### config.mk
export PLATFORM = sky130hd
export DESIGN_NAME = multiexp_pnt_scl_src_flat
export DESIGN_NICKNAME = d
export VERILOG_FILES = /design/src/rtl/multiexp_pnt_scl_src_pkg.sv /design/src/rtl/multiexp_pnt_scl_src_if.sv /design/src/rtl/multiexp_pnt_scl_src_pnt_scl_ram.sv /design/src/rtl/multiexp_pnt_scl_src.sv /design/src/flat_wrapper.sv
export SDC_FILE = /design/constraint.sdc
export NUM_CORES = 1
export LEC_CHECK = 0
export BUFFER_PORTS_ARGS = -buffer_cell sky130_fd_sc_hd__buf_2
export CAP_MARGIN = 20
export CORE_ASPECT_RATIO = 1.2
export CORE_MARGIN = 4
export CORE_UTILIZATION = 53
export CTS_CLUSTER_SIZE = 16
export DETAILED_ROUTE_END_ITERATION = 7
export PLACE_DENSITY = 0.75
export SLEW_MARGIN = 20
export SYNTH_ARGS = -nofsm -noshare
export SYNTH_HDL_FRONTEND = slang
export SYNTH_SLANG_ARGS = --single-unit
### constraint.sdc
create_clock -name i_clk -period 2.3 [get_ports i_clk]
set_clock_uncertainty 0.15 [all_clocks]
set_input_delay 0.46 -clock i_clk [delete_from_list [all_inputs] [get_ports i_clk]]
set_output_delay 0.46 -clock i_clk [all_outputs]
set_load 0.02 [all_outputs]
### src/rtl/multiexp_pnt_scl_src_pkg.sv
// Shared types for the multiexp point/scalar source: default point and scalar types,
// the pair layout carried on the stream, and the mode codes the core decodes from ctl[0].
package multiexp_pnt_scl_src_pkg;

    typedef logic [15:0] fp_t;
    typedef logic [7:0]  fe_t;

    typedef struct packed {
        fp_t pnt;
        fe_t scl;
    } pnt_scl_t;

    localparam logic MODE_NORMAL     = 1'b0;
    localparam logic MODE_SINGLE_ADD = 1'b1;

endpackage

### src/rtl/multiexp_pnt_scl_src_if.sv
// AXI-stream style bundle used for both the pair load path and the replay stream.
interface multiexp_pnt_scl_src_if
    import multiexp_pnt_scl_src_pkg::*;
#(
    parameter int DAT_BITS = $bits(pnt_scl_t),
    parameter int CTL_BITS = 1
);

    logic                val;
    logic                rdy;
    logic                sop;
    logic                eop;
    logic [DAT_BITS-1:0] dat;
    logic [CTL_BITS-1:0] ctl;

    modport master (output val, sop, eop, dat, ctl, input rdy);
    modport slave  (input val, sop, eop, dat, ctl, output rdy);

endinterface

### src/rtl/multiexp_pnt_scl_src_pnt_scl_ram.sv
// Simple dual-port pair storage: one write port, one read port with a registered output
// that holds its value when no read is issued.
module pnt_scl_ram
    import multiexp_pnt_scl_src_pkg::*;
#(
    parameter int WIDTH = $bits(pnt_scl_t),
    parameter int DEPTH = 4,
    parameter int AW    = $clog2(DEPTH)
) (
    input  logic             clk,
    input  logic             we,
    input  logic [AW-1:0]    waddr,
    input  logic [WIDTH-1:0] wdata,
    input  logic             re,
    input  logic [AW-1:0]    raddr,
    output logic [WIDTH-1:0] rdata
);

    logic [WIDTH-1:0] mem [DEPTH];

    always_ff @(posedge clk) begin
        if (we) begin
            mem[waddr] <= wdata;
        end
        if (re) begin
            rdata <= mem[raddr];
        end
    end

endmodule

### src/rtl/multiexp_pnt_scl_src.sv
// Source side of the multiexp point/scalar stream: loads pairs into RAM while idle, then
// replays them as KEY_BITS passes of NUM_IN beats (or one single-add beat) through a 2-entry buffer.
module multiexp_pnt_scl_src
    import multiexp_pnt_scl_src_pkg::*;
#(
    parameter type FP_TYPE  = fp_t,
    parameter type FE_TYPE  = fe_t,
    parameter int  KEY_BITS = 3,
    parameter int  CTL_BITS = 1,
    parameter int  NUM_IN   = 4
) (
    input  logic                   i_clk,
    input  logic                   i_rst_n,
    multiexp_pnt_scl_src_if.slave  i_load_if,
    multiexp_pnt_scl_src_if.master o_pnt_scl_if,
    input  logic                   i_start,
    input  logic                   i_mode,
    output logic                   o_busy,
    output logic                   o_done
);

    localparam int DAT_W = $bits(FP_TYPE) + $bits(FE_TYPE);
    localparam int AW    = $clog2(NUM_IN);
    localparam int PW    = $clog2(KEY_BITS) + 1;

    localparam logic [AW-1:0] LAST_ADDR = AW'(NUM_IN - 1);
    localparam logic [PW-1:0] LAST_PASS = PW'(KEY_BITS - 1);

    localparam logic [1:0] IDLE   = 2'd0;
    localparam logic [1:0] STREAM = 2'd1;
    localparam logic [1:0] DRAIN  = 2'd2;

    logic [1:0]    state;
    logic [AW-1:0] wr_addr;
    logic [AW-1:0] rd_addr;
    logic [PW-1:0] pass_cnt;
    logic          mode;
    logic          busy;
    logic          load_rdy;
    logic          done;

    logic [DAT_W-1:0] ram_q;
    logic             ram_vld;
    logic             ram_sop;
    logic             ram_eop;

    logic [DAT_W-1:0] buf_dat [2];
    logic [1:0]       buf_sop;
    logic [1:0]       buf_eop;
    logic             buf_wp;
    logic             buf_rp;
    logic [1:0]       buf_cnt;

    logic             load_hs;
    logic             rd_en;
    logic             buf_empty;
    logic [1:0]       occ;
    logic             out_val;
    logic             out_hs;
    logic             push;
    logic             pop;
    logic             last_beat;
    logic [DAT_W-1:0] head_dat;
    logic             head_sop;
    logic             head_eop;

    // The RAM output register counts as the in-flight read; a beat leaves it each cycle,
    // either straight onto the stream or into the buffer, so reads are gated on occ alone.
    assign load_hs   = (state == IDLE) && load_rdy && i_load_if.val;
    assign buf_empty = (buf_cnt == 2'd0);
    assign occ       = buf_cnt + 2'(ram_vld);
    assign rd_en     = (state == STREAM) && (occ < 2'd2);
    assign out_val   = !buf_empty || ram_vld;
    assign out_hs    = out_val && o_pnt_scl_if.rdy;
    assign pop       = out_hs && !buf_empty;
    assign push      = ram_vld && !(out_hs && buf_empty);
    assign last_beat = (state == DRAIN) && out_hs && (occ == 2'd1);

    assign head_dat = buf_empty ? ram_q   : buf_dat[buf_rp];
    assign head_sop = buf_empty ? ram_sop : buf_sop[buf_rp];
    assign head_eop = buf_empty ? ram_eop : buf_eop[buf_rp];

    assign o_pnt_scl_if.val = out_val;
    assign o_pnt_scl_if.dat = out_val ? head_dat : '0;
    assign o_pnt_scl_if.sop = out_val && head_sop;
    assign o_pnt_scl_if.eop = out_val && head_eop;
    assign o_pnt_scl_if.ctl = out_val ? CTL_BITS'(mode) : '0;
    assign i_load_if.rdy    = load_rdy;
    assign o_busy           = busy;
    assign o_done           = done;

    pnt_scl_ram #(
        .WIDTH (DAT_W),
        .DEPTH (NUM_IN),
        .AW    (AW)
    ) u_ram (
        .clk   (i_clk),
        .we    (load_hs),
        .waddr (wr_addr),
        .wdata (i_load_if.dat),
        .re    (rd_en),
        .raddr (rd_addr),
        .rdata (ram_q)
    );

    always_ff @(posedge i_clk) begin
        if (!i_rst_n) begin
            state    <= IDLE;
            wr_addr  <= '0;
            rd_addr  <= '0;
            pass_cnt <= '0;
            mode     <= MODE_NORMAL;
            busy     <= 1'b0;
            load_rdy <= 1'b0;
            done     <= 1'b0;
        end else begin
            done <= 1'b0;
            case (state)
                IDLE: begin
                    if (load_hs) begin
                        wr_addr <= (i_load_if.eop || wr_addr == LAST_ADDR) ? '0 : wr_addr + AW'(1);
                    end
                    if (i_start) begin
                        mode     <= i_mode;
                        rd_addr  <= '0;
                        pass_cnt <= '0;
                        busy     <= 1'b1;
                        load_rdy <= 1'b0;
                        state    <= STREAM;
                    end else begin
                        load_rdy <= 1'b1;
                    end
                end
                STREAM: begin
                    if (rd_en) begin
                        if (mode == MODE_SINGLE_ADD) begin
                            state <= DRAIN;
                        end else if (rd_addr == LAST_ADDR) begin
                            rd_addr <= '0;
                            if (pass_cnt == LAST_PASS) begin
                                state <= DRAIN;
                            end else begin
                                pass_cnt <= pass_cnt + PW'(1);
                            end
                        end else begin
                            rd_addr <= rd_addr + AW'(1);
                        end
                    end
                end
                DRAIN: begin
                    // done is raised on the final handshake and the return to IDLE follows it
                    if (done) begin
                        busy     <= 1'b0;
                        load_rdy <= 1'b1;
                        state    <= IDLE;
                    end else if (last_beat) begin
                        done <= 1'b1;
                    end
                end
                default: state <= IDLE;
            endcase
        end
    end

    always_ff @(posedge i_clk) begin
        if (!i_rst_n) begin
            ram_vld <= 1'b0;
            ram_sop <= 1'b0;
            ram_eop <= 1'b0;
        end else begin
            ram_vld <= rd_en;
            if (rd_en) begin
                ram_sop <= (rd_addr == '0);
                ram_eop <= (rd_addr == LAST_ADDR) || (mode == MODE_SINGLE_ADD);
            end
        end
    end

    always_ff @(posedge i_clk) begin
        if (!i_rst_n) begin
            buf_cnt <= 2'd0;
            buf_wp  <= 1'b0;
            buf_rp  <= 1'b0;
            buf_sop <= 2'b00;
            buf_eop <= 2'b00;
        end else begin
            if (push) begin
                buf_sop[buf_wp] <= ram_sop;
                buf_eop[buf_wp] <= ram_eop;
                buf_wp          <= ~buf_wp;
            end
            if (pop) begin
                buf_rp <= ~buf_rp;
            end
            buf_cnt <= buf_cnt + 2'(push) - 2'(pop);
        end
    end

    always_ff @(posedge i_clk) begin
        if (push) begin
            buf_dat[buf_wp] <= ram_q;
        end
    end

endmodule

### src/flat_wrapper.sv
// flat-port wrapper written by rule: the top's interface ports become plain ports
module multiexp_pnt_scl_src_flat import multiexp_pnt_scl_src_pkg::*;
#(
    parameter type FP_TYPE  = fp_t,
    parameter type FE_TYPE  = fe_t,
    parameter int  KEY_BITS = 3,
    parameter int  CTL_BITS = 1,
    parameter int  NUM_IN   = 4
)
  (i_clk, i_rst_n, i_start, i_mode, o_busy, o_done, i_load_if_val, i_load_if_sop, i_load_if_eop, i_load_if_dat, i_load_if_ctl, i_load_if_rdy, o_pnt_scl_if_val, o_pnt_scl_if_sop, o_pnt_scl_if_eop, o_pnt_scl_if_dat, o_pnt_scl_if_ctl, o_pnt_scl_if_rdy);
  multiexp_pnt_scl_src_if #(.DAT_BITS(($bits(pnt_scl_t))), .CTL_BITS(CTL_BITS)) i_load_if_i ();
  multiexp_pnt_scl_src_if #(.DAT_BITS(($bits(pnt_scl_t))), .CTL_BITS(CTL_BITS)) o_pnt_scl_if_i ();
  input  logic i_clk;
  input  logic i_rst_n;
  input  logic i_start;
  input  logic i_mode;
  output logic o_busy;
  output logic o_done;
  input wire logic [$bits(i_load_if_i.val)-1:0] i_load_if_val;
  input wire logic [$bits(i_load_if_i.sop)-1:0] i_load_if_sop;
  input wire logic [$bits(i_load_if_i.eop)-1:0] i_load_if_eop;
  input wire logic [$bits(i_load_if_i.dat)-1:0] i_load_if_dat;
  input wire logic [$bits(i_load_if_i.ctl)-1:0] i_load_if_ctl;
  output wire logic [$bits(i_load_if_i.rdy)-1:0] i_load_if_rdy;
  output wire logic [$bits(o_pnt_scl_if_i.val)-1:0] o_pnt_scl_if_val;
  output wire logic [$bits(o_pnt_scl_if_i.sop)-1:0] o_pnt_scl_if_sop;
  output wire logic [$bits(o_pnt_scl_if_i.eop)-1:0] o_pnt_scl_if_eop;
  output wire logic [$bits(o_pnt_scl_if_i.dat)-1:0] o_pnt_scl_if_dat;
  output wire logic [$bits(o_pnt_scl_if_i.ctl)-1:0] o_pnt_scl_if_ctl;
  input wire logic [$bits(o_pnt_scl_if_i.rdy)-1:0] o_pnt_scl_if_rdy;
  assign i_load_if_i.val = i_load_if_val;
  assign i_load_if_i.sop = i_load_if_sop;
  assign i_load_if_i.eop = i_load_if_eop;
  assign i_load_if_i.dat = i_load_if_dat;
  assign i_load_if_i.ctl = i_load_if_ctl;
  assign i_load_if_rdy = i_load_if_i.rdy;
  assign o_pnt_scl_if_val = o_pnt_scl_if_i.val;
  assign o_pnt_scl_if_sop = o_pnt_scl_if_i.sop;
  assign o_pnt_scl_if_eop = o_pnt_scl_if_i.eop;
  assign o_pnt_scl_if_dat = o_pnt_scl_if_i.dat;
  assign o_pnt_scl_if_ctl = o_pnt_scl_if_i.ctl;
  assign o_pnt_scl_if_i.rdy = o_pnt_scl_if_rdy;
  multiexp_pnt_scl_src #(.FP_TYPE(FP_TYPE), .FE_TYPE(FE_TYPE), .KEY_BITS(KEY_BITS), .CTL_BITS(CTL_BITS), .NUM_IN(NUM_IN)) u_core (.i_clk(i_clk), .i_rst_n(i_rst_n), .i_load_if(i_load_if_i), .o_pnt_scl_if(o_pnt_scl_if_i), .i_start(i_start), .i_mode(i_mode), .o_busy(o_busy), .o_done(o_done));
endmodule
==> flow_summary.json <==
{
  "slew_violations": 0,
  "ys_types": 43,
  "hp-class": "in -> reg",
  "fp.coreArea_um2": 13880,
  "first_global_vias": 4251,
  "wl_per_cell_um": 20.70,
  "clk_latency_ns": 0.43,
  "status": "completed",
  "cts_buffer_depth": 2,
  "total_power_w": 0.009053,
  "vias": 3982,
  "synth-seq-cells": 193,
  "cp_max_fo": 26,
  "tightest_slew_ns": 0.4240,
  "timing.final.crit_share_pct": 97.36,
  "clkSinkCount": 193,
  "dp_hpwl_mm": 8.207,
  "die-area_um2": 16170,
  "ant_nets": 0,
  "max_freq_ghz": 0.4466,
  "start_kind": "flop",
  "nFillCells": 974,
  "area_growth_syn_to_layout_pct": 17.57,
  "numCtsBuffers": 17,
  "synthTopCellsByArea": "edfxtp_1 (67%), mux4_2 (7.2%), dfxtp_1 (6.7%)",
  "ir_worst_vdd_uv": 532.1,
  "yosysWarnings": 0,
  "yosysTopAreaCell": "edfxtp_1",
  "synth-main-ff-cell": "edfxtp_1",
  "grt_overflow": 0,
  "synth_async_sr_flop_share_pct": 0,
  "htree_levels": 4,
  "tns_ns": 0,
  "syn_inst": 436,
  "cts.clk_slew.worst_paths_ns": 0.07,
  "max-slew-margin-rel_pct": 71.71,
  "die_w_um": 116.7,
  "path_class": "reg -> out",
  "multiInputGateArea_um2": 1839,
  "antenna_found_initial": 1,
  "p_per_area_nw_per_um2": 1024,
  "grt_max_degree": 28,
  "drcViolationCount": 0,
  "cap_violations": 0,
  "io_pins": 64,
  "finalHoldViolCount": 0,
  "die_h_um": 138.5,
  "synth_top_cell_area_share_pct": 67.09,
  "p_leak_nw": 3.029,
  "netlist_area_um2": 7520,
  "synth_edf_count": 168,
  "ys_seq_area_share_pct": 73.74,
  "cp.required_ns": 1.69,
  "start_util_pct": 54.18,
  "timing.hold.ws_ns": 0.09554,
  "root_buffer": "clkbuf_16",
  "rows": 47,
  "port_buffers": 61,
  "drt_wl_total_mm": 14.36,
  "synth_area_per_cell_um2": 17.25,
  "mappedNetlistNets": 479,
  "regArea_um2": 5548,
  "vias_per_cell": 5.738,
  "drtIter0Drc": 308,
  "period_minus_slack_ns": 2.239,
  "cts_tree": "built",
  "gp_congestion": 0.7319,
  "drtPass1Iterations": 4,
  "fin_nets": 552,
  "grt_pass1_wl_mm": 22.72,
  "endpoint_kind": "output port",
  "final_layout_size_suffix_gt1_share_pct": 28.35,
  "grtUsageTotal_pct": 18.85,
  "rsz0062_at_grt": "true",
  "setup_viol": 0,
  "postCtsHoldBufs": 0,
  "arrival_ns": 1.63
}
where the power goes:
group / internal (W) / switching (W)
sequential: 0.00403 / 0.000115
clock: 0.00166 / 0.00133
combinational: 0.000773 / 0.00114
total: 0.00646 / 0.00259
final timing paths:
path	from	endpoint	slack, ns	cells after the start
hold reg to reg	u_core.buf_eop[0]	u_core.buf_eop[0]	0.31	2
setup / recovery	u_core.buf_cnt[1]	o_pnt_scl_if_dat[12]	0.06	5
setup reg to reg	u_core.buf_cnt[1]	u_core.buf_dat[1][20]	0.41	6
hold / removal	i_load_if_dat[5]	u_core.u_ram.mem[2][5]	0.1	1
layout make-up:
type	instances	share of cell area, %
well taps	171	2.420
inverters	11	0.4670
flip-flops and latches	193	62.75
clock inverters	15	2.165
repair buffers	77	6.553
clock buffers	17	4.812
diodes	1	0.02830
multi-input cells	209	20.80
synth_stat cells (2+ instances only):
cell	n
nand2b_1	4
xnor2_1	3
ha_1	10
and2_1	10
o31ai_1	2
o21a_1	4
dfxtp_1	25
a21oi_1	6
edfxtp_1	168
nor2_1	5
a21boi_0	3
buf_4	2
nor3_1	3
o21ai_0	28
nor3_2	2
nand2_1	17
mux4_2	24
clkbuf_1	11
inv_1	11
nand3_1	28
nand3b_1	4
mux2i_1	32
buf_2	8
nor2b_1	7
through the flow:
stage / setup slack (ns) / cells / util, % / instance area [um2]
2_1_floorplan: 0.2538 / 436 / - / 7522
3_3_place_gp: 0.4342 / 659 / 58.77 / 8157
3_5_place_dp: 0.3988 / 659 / 58.77 / 8157
4_1_cts: 0.001086 / 693 / 63.51 / 8813
5_1_grt: -0.05955 / 694 / 63.70 / 8841
6_report: 0.06068 / 694 / 63.70 / 8841
flip-flops by register name (all words and copies together), names as in the netlist, 2 cells and up, named ones only:
name and count:
u_core.buf_cnt 2, u_core.buf_dat 48, u_core.buf_eop 2, u_core.buf_sop 2, u_core.pass_cnt 3, u_core.rd_addr 2
u_core.state 2, u_core.u_ram.mem 96, u_core.u_ram.rdata 24, u_core.wr_addr 2
critical path, cell delays in order, from the launching register on:
cell       delay, ns
dfxtp_1         0.34
nor2_4          0.19
bufbuf_16       0.34
nand3_1         0.08
o21ai_0         0.07
buf_2           0.18
logic make-up (layout without fill, tap and decap cells):
kind of cell / count (synthesis) / count (layout) / synth area share (%)
simple gates: 88 / 88 / 6.406
xor+xnor: 5 / 5 / 0.6823
fa+ha+maj: 10 / 10 / 1.664
flops: 193 / 193 / 73.74
buf+inv: 34 / 120 / 2.030
mux: 56 / 56 / 11.45
other cells: 0 / 1 / 0
compound gates: 50 / 50 / 4.027
routing by layer:
layer	global-route usage [%]	wire length, um	vias up
li1	-	-	1835
met1	23.02	5592	2006
met2	31.71	7719	116
met3	5.463	730	25
met4	6.763	321	0
met5	0	0	-
placed cells by master, fill, tap and decap left out, types with 4 or more instances in the layout:
cell type	count
edfxtp_1	168
nand3b_1	4
nand3_1	28
o21ai_1	7
mux4_2	24
buf_2	56
inv_6	5
ha_1	10
o21ai_0	19
nand2b_1	4
mux2i_1	32
buf_12	9
inv_1	11
nand2_1	17
nor2b_1	7
o21a_1	4
dfxtp_1	23
and2_1	10
buf_4	10
a21oi_1	6
clkbuf_16	17
timing repair:
item,CTS,global route
pin swaps,1,0
endpoints found under the hold margin,0,0
setup endpoints to repair,8,16
buffers inserted,1,0
cloned,1,0
resized for setup,7,11
No activity file was read; power rests on OpenSTA's default activity.
